## src/rtl/uart_tx_arbiter.sv

```systemverilog
// uart_tx_arbiter
//   Shares one UART transmitter (8-bit word, optional even/odd parity) among
//   N_REQ requesters. A round-robin grant selects one pending requester. Its
//   word and parity settings are latched, the transmitter start is driven, the
//   transmitter busy flag is followed, and a done pulse goes back to the winner.
//
// Ports
//   CLK, RST      rising-edge clock, asynchronous active-high reset
//   req           per-requester pending flag (level, held until done[i])
//   req_data      word of requester i at [8*i+7:8*i]
//   req_par_en    per-requester parity enable
//   req_par_odd   per-requester parity type (1 = odd, 0 = even)
//   slowo_trans   latched word to the transmitter
//   start_trans   start request to the transmitter
//   czy_parz      latched parity enable to the transmitter
//   jaki_parz     latched parity type to the transmitter
//   transmisja    transmitter busy flag (high while a frame is on the line)
//   done          one-cycle pulse, one-hot, when the granted frame finishes
//   err           one-cycle pulse when the transmitter never acknowledged start
//   busy          arbiter is not idle
//   grant_idx     index of the current or last granted requester
module uart_tx_arbiter #(
  parameter int N_REQ       = 4,
  parameter int IDX_W       = 2,
  parameter int ACK_TIMEOUT = 15
) (
  input  logic                 CLK,
  input  logic                 RST,
  input  logic [N_REQ-1:0]     req,
  input  logic [8*N_REQ-1:0]   req_data,
  input  logic [N_REQ-1:0]     req_par_en,
  input  logic [N_REQ-1:0]     req_par_odd,
  output logic [7:0]           slowo_trans,
  output logic                 start_trans,
  output logic                 czy_parz,
  output logic                 jaki_parz,
  input  logic                 transmisja,
  output logic [N_REQ-1:0]     done,
  output logic                 err,
  output logic                 busy,
  output logic [IDX_W-1:0]     grant_idx
);

  localparam logic [1:0] ST_IDLE     = 2'd0;
  localparam logic [1:0] ST_ISSUE    = 2'd1;
  localparam logic [1:0] ST_WAIT_ACK = 2'd2;
  localparam logic [1:0] ST_BUSY     = 2'd3;

  // The timeout fires on the cycle whose increment would reach ACK_TIMEOUT.
  localparam logic [3:0]       CNT_LAST  = 4'(ACK_TIMEOUT - 1);
  localparam logic [IDX_W-1:0] IDX_LAST  = IDX_W'(N_REQ - 1);
  localparam logic [IDX_W:0]   N_REQ_EXT = (IDX_W + 1)'(N_REQ);

  logic [1:0]       state_q,     state_d;
  logic [IDX_W-1:0] rr_q,        rr_d;
  logic [3:0]       cnt_q,       cnt_d;
  logic [7:0]       slowo_q,     slowo_d;
  logic             par_en_q,    par_en_d;
  logic             par_odd_q,   par_odd_d;
  logic             start_q,     start_d;
  logic [N_REQ-1:0] done_q,      done_d;
  logic             err_q,       err_d;
  logic [IDX_W-1:0] grant_q,     grant_d;

  logic [N_REQ-1:0] eligible;
  logic             found;
  logic [IDX_W-1:0] winner;
  logic [IDX_W:0]   scan_sum;
  logic [IDX_W-1:0] scan_idx;
  logic [7:0]       win_data;
  logic [IDX_W-1:0] next_rr;

  // Round-robin pick. A requester whose done pulse is out this cycle still
  // shows req high (it only drops after seeing done), so it is masked here to
  // avoid granting the same word a second time.
  always_comb begin
    eligible = req & ~done_q;
    found    = 1'b0;
    winner   = rr_q;
    scan_sum = '0;
    scan_idx = '0;
    for (int k = 0; k < N_REQ; k++) begin
      scan_sum = {1'b0, rr_q} + (IDX_W + 1)'(k);
      if (scan_sum >= N_REQ_EXT) begin
        scan_sum = scan_sum - N_REQ_EXT;
      end
      scan_idx = scan_sum[IDX_W-1:0];
      if (!found && eligible[scan_idx]) begin
        found  = 1'b1;
        winner = scan_idx;
      end
    end
  end

  // Word of the winner, selected with constant slices.
  always_comb begin
    win_data = '0;
    for (int i = 0; i < N_REQ; i++) begin
      if (winner == IDX_W'(i)) begin
        win_data = req_data[i*8 +: 8];
      end
    end
  end

  // Pointer moves past the last grant, whether it finished or timed out.
  assign next_rr = (grant_q == IDX_LAST) ? '0 : grant_q + 1'b1;

  // Main sequencer. Latched word and parity are only written in IDLE, so they
  // stay stable from ISSUE through BUSY regardless of req_* activity.
  always_comb begin
    state_d   = state_q;
    rr_d      = rr_q;
    cnt_d     = cnt_q;
    slowo_d   = slowo_q;
    par_en_d  = par_en_q;
    par_odd_d = par_odd_q;
    start_d   = start_q;
    done_d    = '0;
    err_d     = 1'b0;
    grant_d   = grant_q;
    case (state_q)
      ST_IDLE: begin
        if (!transmisja && found) begin
          slowo_d   = win_data;
          par_en_d  = req_par_en[winner];
          par_odd_d = req_par_odd[winner];
          grant_d   = winner;
          state_d   = ST_ISSUE;
        end
      end
      ST_ISSUE: begin
        start_d = 1'b1;
        cnt_d   = '0;
        state_d = ST_WAIT_ACK;
      end
      ST_WAIT_ACK: begin
        if (transmisja) begin
          start_d = 1'b0;
          state_d = ST_BUSY;
        end else if (cnt_q == CNT_LAST) begin
          start_d = 1'b0;
          err_d   = 1'b1;
          rr_d    = next_rr;
          cnt_d   = '0;
          state_d = ST_IDLE;
        end else begin
          cnt_d = cnt_q + 4'd1;
        end
      end
      ST_BUSY: begin
        if (!transmisja) begin
          done_d[grant_q] = 1'b1;
          rr_d            = next_rr;
          state_d         = ST_IDLE;
        end
      end
      default: begin
        start_d = 1'b0;
        state_d = ST_IDLE;
      end
    endcase
  end

  // All outputs are registered so reset clears them immediately.
  always_ff @(posedge CLK or posedge RST) begin
    if (RST) begin
      state_q   <= ST_IDLE;
      rr_q      <= '0;
      cnt_q     <= '0;
      slowo_q   <= '0;
      par_en_q  <= 1'b0;
      par_odd_q <= 1'b0;
      start_q   <= 1'b0;
      done_q    <= '0;
      err_q     <= 1'b0;
      grant_q   <= '0;
    end else begin
      state_q   <= state_d;
      rr_q      <= rr_d;
      cnt_q     <= cnt_d;
      slowo_q   <= slowo_d;
      par_en_q  <= par_en_d;
      par_odd_q <= par_odd_d;
      start_q   <= start_d;
      done_q    <= done_d;
      err_q     <= err_d;
      grant_q   <= grant_d;
    end
  end

  assign slowo_trans = slowo_q;
  assign start_trans = start_q;
  assign czy_parz    = par_en_q;
  assign jaki_parz   = par_odd_q;
  assign done        = done_q;
  assign err         = err_q;
  assign grant_idx   = grant_q;
  assign busy        = (state_q != ST_IDLE);

endmodule

```

## config.mk

```make
export PLATFORM = sky130hd
export DESIGN_NAME = uart_tx_arbiter
export DESIGN_NICKNAME = d
export VERILOG_FILES = /design/src/rtl/uart_tx_arbiter.sv
export SDC_FILE = /design/constraint.sdc
export NUM_CORES = 1
export LEC_CHECK = 0
export ABC_AREA = 1
export CAP_MARGIN = 20
export CORE_UTILIZATION = 29
export CTS_CLUSTER_SIZE = 16
export DETAILED_ROUTE_END_ITERATION = 6
export PLACE_DENSITY_LB_ADDON = 0.1
export SLEW_MARGIN = 0
export SYNTH_ARGS = -nofsm -noshare
export SYNTH_HDL_FRONTEND = slang
export SYNTH_SLANG_ARGS = --single-unit
```

## constraint.sdc

```tcl
create_clock -name CLK -period 3.27 [get_ports CLK]
set_clock_uncertainty 0.15 [all_clocks]
set_input_delay 0.8175 -clock CLK [delete_from_list [all_inputs] [get_ports CLK]]
set_output_delay 0.8175 -clock CLK [all_outputs]
set_load 0.005 [all_outputs]
```

# Word-level counts from Yosys, hierarchy flattened
# Cells that the tools add are included.
# word_totals
reg_bits	26
latch_bits	0
mem_bits_rw	0
romBits	0
inputBits	47
out_inout_bits	19
n_memories	0
# classes
add_sub_neg	9
multipliers	0
div	0
n_lt_le_gt_ge	11
n_eq_ne	13
shifts	0
muxes	51
bitwise	2
reduce_logical	19
# ops
op	n
2-bit two-way mux	16
8-bit two-way mux	4
2-bit by 3-bit < comparator with 1-bit output (second input constant)	6
1-bit two-way mux	16
4-bit two-way mux	4
1-bit binary-select mux with 2-bit select	6
2-bit equality test (second input constant)	5
3-bit greater-or-equal comparator (second input constant)	3
2-bit != test (second input constant)	4
2-bit case mux with 4 select lines	1
4-bit case mux with 2 select lines	1
2-bit by 1-bit subtractor with 2-bit output (second input constant)	4
2-bit by 2-bit adder with 3-bit output (second input constant)	2
2-bit AND reduction	3
2-bit nonzero test	3
1-bit logical AND	5
4-bit by 1-bit adder with 4-bit output (second input constant)	1
4-bit bitwise AND	1
2-bit by 1-bit equality test with 1-bit output (second input constant)	2
4-bit equality test (second input constant)	1
1-bit zero test	4
2-bit zero test	2
4-bit inverter	1
2-bit case mux with 2 select lines	1
9 further kinds	9

# Depth between registers and ports, before layout
# logic_depth
word_depth	19
mapped_depth	19
mapped_depth_nobuf	17

# Worst setup path before layout
# No wires, ideal clock.
# synth_timing
path_type	input port to flip-flop
from	input port req[1]
to	register slowo_q[1] (netlist: slowo_trans[1])
setup_ns	0.119
t_arrival_ns	1.971
slack_ns	1.030
stages	14
cell_sequence	nand3_1 > nand3_1 > nand2_2 > nand2_2 > nand2_1 > nand2_1 > nand2_1 > nand2_2 > nand2_4 > nand2_4 > buf_6 > nand3_1 > nand2_1 > o21a_1
# synth_via
elab_chain_cells	18
elab_cells_between_ends	33
classes_between	eq/ne: 3; mux: 20; bitwise: 1; reduce/logical: 9
# synth_lines
element	line_no	rtl
start, declared	29	input logic [N_REQ-1:0] req,
4-bit bitwise AND (*)	77	eligible = req & ~done_q;
1-bit binary-select mux with 2-bit select	88	if (!found && eligible[scan_idx]) begin
1-bit two-way mux (implied by the code)	88	
1-bit two-way mux	88	
1-bit zero test	88	
1-bit logical AND	88	
1-bit two-way mux	88	
1-bit zero test	88	
1-bit logical AND	88	
1-bit two-way mux	88	
1-bit zero test	88	
1-bit logical AND	88	
2-bit two-way mux	88	
2-bit zero test	99	if (winner == IDX_W'(i)) begin
8-bit two-way mux (4 in series)	99	
end signal, assigned	181	slowo_q <= slowo_d;
end, declared	57	logic [7:0] slowo_q, slowo_d;
# Every way passes the cells marked *; elsewhere a longest branch is shown, timed or not. The select of a mux whose other input is x is not followed.
# A chain may end at the register's enable or synchronous reset.

# Worst setup path after layout
# layout_timing
from	input port req[2]
to	register par_en_q (netlist: czy_parz)
# layout_via
elab_chain_cells	15
elab_cells_between_ends	27
classes_between	mux: 18; bitwise: 1; reduce/logical: 8
# layout_lines
element	line_no	rtl
4-bit bitwise AND (*)	77	
1-bit binary-select mux with 2-bit select	88	
1-bit two-way mux (implied by the code)	88	
1-bit two-way mux	88	
1-bit zero test	88	
1-bit logical AND	88	
1-bit two-way mux	88	
1-bit zero test	88	
1-bit logical AND	88	
1-bit two-way mux	88	
1-bit zero test	88	
1-bit logical AND	88	
2-bit two-way mux or 1-bit two-way mux (tied branches)	88	
1-bit binary-select mux with 2-bit select or 1-bit logical AND (tied branches)	125, 123	
1-bit two-way mux (implied by the code) or 2-bit AND reduction (tied branches)	-	
end signal, assigned	182	par_en_q <= par_en_d;
end, declared	58	logic par_en_q, par_en_d;
# Marked as above.

==> key figures <==
Synthesis
  – Mapped Cells: 269
  – Synth Area in Adders: 3.87%
  – Warnings from Yosys: 0
  – Netlist cell types: 31
  – Post-synthesis compound-gate area fraction: 4.90%
  – Mux cell area share after synthesis: 0%
  – Synthesized cell area: 1940 um2
  – Post-Syn Nets: 322
  – Largest family of logic cells by synthesized area: simple AND/OR/NAND/NOR gates
  – Mean area per synthesized cell: 7.21 um2
  – Register area share after synthesis: 33.5%
  – XOR/XNOR Fraction of Synth Area: 0.903%
  – Synthesis-stage register bit count: 26
  – Synth Area in Simple Gates: 44.5%

Timing
  – Total negative slack: 0 ps
  – Achievable clock frequency: 357 MHz
  – Endpoints failing setup: 0
  – Hold Slack: 342 ps
  – Slew margin rel.: 68.8%
  – Setup ws final: 466 ps
  – Hold Violations, Final: 0
  – Tcrit/Tclk final: 85.7%
  – Slew @ Worst Pin: 468 ps
  – Minimum clock period: 2800 ps
  – RSZ-0062 raised after global routing: false
  – Max Slew Vio Count: 0

Global routing
  – Total gr overflow: 0
  – Initial antenna violation count: 0
  – GRT Total Usage: 14.3%
  – Vias in the first global route: 1742
  – Largest net degree at the start of global routing: 27
  – First-pass GRT wire length: 8290 um

Clock network
  – Skew-Pair Late Insertion Delay: 270 ps
  – Cts repair resizes: 0
  – CTS tree: built
  – # clock sinks: 26
  – Clock-pin slew on the worst setup and hold paths: 80 ps
  – Htree depth: 1
  – # hold bufs at CTS: 0
  – Root Buffer: clkbuf_8
  – TritonCTS Buffers: 3
  – Postcts setup bufs: 0
  – Bufs on Longest Clock Path: 2

Worst setup path
  – CP dominant cell by count: nand2_1
  – Crit-path slowest cell: clkdlybuf4s50_1
  – Crit path from: req[2]
  – Worst path required time: 3320 ps
  – Crit path max fanout: 21
  – RR Startpoint: rr_q[0]
  – Flop2flop setup slack: 890 ps
  – Worst path max stage delay: 480 ps
  – Element type at the critical path end: flop
  – Crit path cell chain: clkdlybuf4s50_1 > nand3_1 > nand2_1 > nand2_1 > nand2_1 > nand2_2 > nand2_1 > nand2_1 > nand2_1 > nand2_2 > nand2_4 > nand2_4 > nor2_1 > nand2_1 > nand3_1 > nand2_1 > nand2_1
  – FF-to-FF End: czy_parz
  – Critical Path AT: 2860 ps
  – Worst setup SP type: input port
  – Type of the worst setup path: input port to flop
  – R2R depth: 16

Final layout
  – Fill cells: 670
  – Fin area: 2700 um2
  – Layout cells sized above 1: 11.7%
  – Nets: 388
  – P&R area growth vs syn: 39.2%
  – N_diodes: 0

Drt
  – Remaining antenna violation count: 0
  – Vias: 1845
  – Drt wl/cell: 11.7 um
  – WL final: 4810 um
  – DR pass1 iterations: 4
  – Via density: 4.49
  – DR iter-0 viols: 78
  – Drc violations: 0

Die
  – Row count: 29
  – DIE WIDTH: 83.8 um
  – DIE AREA: 7020 um2
  – I/O pin count: 66
  – Die Y: 83.8 um
  – Initial Util: 30.4%
  – Core area: 6390 um2

Placed design
  – Port Buf Inserts: 65
  – GP Congestion: 0.791
  – Dpl cell area: 2650 um2
  – DP HPWL: 3800 um
  – Setup WS pre-CTS: 185 ps

Pwr
  – Combinational power share: 70.6%
  – PD cells: 967 nW/um2
  – P_int: 1.27 mW
  – Peak VDD IR: 416 uV
  – LEAKAGE: 1.30 nW
  – Switching pwr: 1.34 mW
  – Clk pwr share: 7.8%
  – Reg power frac: 21.7%
  – Switching Share: 51.3%

Hold path
  – Min-delay src: slowo_trans[0]
  – Hold path cells: 2
  – Worst hold path class: flop to flop
  – Sink of the worst hold path: slowo_trans[0]

Run status
  – Outcome: completed

Run
  – Max cap viols: 0
-- cell type report --
type | count | area (um2) | area share, %
Clock buffer | 4 | 55.1 | 2.04
Inverter | 41 | 159 | 5.89
Multi-Input combinational cell | 193 | 1050 | 38.9
Sequential cell | 26 | 651 | 24.1
Tap cell | 77 | 96.3 | 3.57
Timing Repair Buffer | 70 | 688 | 25.5
-- cell usage in the layout, fill, tap and decap left out, drive strengths merged --
| cell type | netlist | final |
|---|---|---|
| a2111oi | 1 | 1 |
| a21boi | 1 | 1 |
| a21oi | 1 | 1 |
| buf | 9 | 5 |
| clkbuf | 0 | 4 |
| clkdlybuf4s50 | 0 | 65 |
| dfrtp | 26 | 26 |
| ha | 6 | 6 |
| inv | 41 | 41 |
| nand2 | 90 | 90 |
| nand3 | 48 | 48 |
| nand3b | 1 | 1 |
| nand4 | 12 | 12 |
| nor2 | 13 | 13 |
| nor3 | 2 | 2 |
| o21a | 2 | 2 |
| o21ai | 8 | 8 |
| o22ai | 3 | 3 |
| or2 | 3 | 3 |
| xnor2 | 1 | 1 |
| xor2 | 1 | 1 |
-- routing by layer --
| metal | routed length [um] | global-route usage [%] |
|---|---|---|
| met5 | 0 | 0 |
| met4 | 28 | 3.70 |
| met3 | 203 | 1.38 |
| met2 | 2190 | 21.5 |
| met1 | 2400 | 21.9 |
-- cell families after synthesis --
| logic type | after synthesis |
|---|---|
| AOI/OAI and AO/OA | 16 |
| xor gates and xnor gates | 2 |
| adders and majority gates | 6 |
| buffers and inverters | 50 |
| DFF | 26 |
| and+or+nand+nor | 169 |
-- power groups by stage --
stage | logic, mW | clock network [mW] | registers, mW
finish | 1.84 | 0.203 | 0.565
global route | 2.10 | 0.226 | 0.586
CTS | 1.86 | 0.215 | 0.568
detailed placement | 1.86 | 0 | 0.573
global placement | 1.86 | 0 | 0.578
floorplan | 1.46 | 0 | 0.543
-- metrics by stage --
stage,util (%),cells,power [mW]
floorplan,-,269,2.01
global placement,41.4,407,2.43
detailed placement,41.4,407,2.43
CTS,42.3,411,2.65
global route,42.3,411,2.91
finish,42.3,411,2.61
-- registers in the layout, summed over array words and instances (netlist names) --
signal / count
state_q: 2
jaki_parz: 1
czy_parz: 1
slowo_trans: 8
grant_idx: 2
rr_q: 2
start_trans: 1
err: 1
done: 4
cnt_q: 4
-- worst max path at each step --
stage	to	slack [ps]	depth (start not counted)
after CTS	slowo_trans[4]	470	12
after floorplan	slowo_trans[1]	1030	14
after detailed placement	slowo_trans[0]	190	12
after global placement	slowo_trans[0]	210	14
final	czy_parz	470	17
after global routing	czy_parz	200	17
-- synth_stat cells, drive strengths merged --
| cell type | n | area share (%) |
|---|---|---|
| o22ai | 3 | 0.97 |
| o21ai | 8 | 2.1 |
| nor2 | 13 | 3.9 |
| nand3b | 1 | 0.39 |
| nor3 | 2 | 0.52 |
| buf | 9 | 4.1 |
| nand4 | 12 | 4.2 |
| a21boi | 1 | 0.39 |
| a2111oi | 1 | 0.45 |
| dfrtp | 26 | 34 |
| xor2 | 1 | 0.45 |
| or2 | 3 | 0.97 |
| a21oi | 1 | 0.26 |
| o21a | 2 | 0.77 |
| ha | 6 | 3.9 |
| nand3 | 48 | 15 |
| inv | 41 | 8.2 |
| xnor2 | 1 | 0.45 |
| nand2 | 90 | 20 |
-- worst max-delay path: cells and delay by family --
kind	cells	cell delay, ps
buf+inv	1	480
simple gates	16	1540
(Power assumes the default switching activity.)
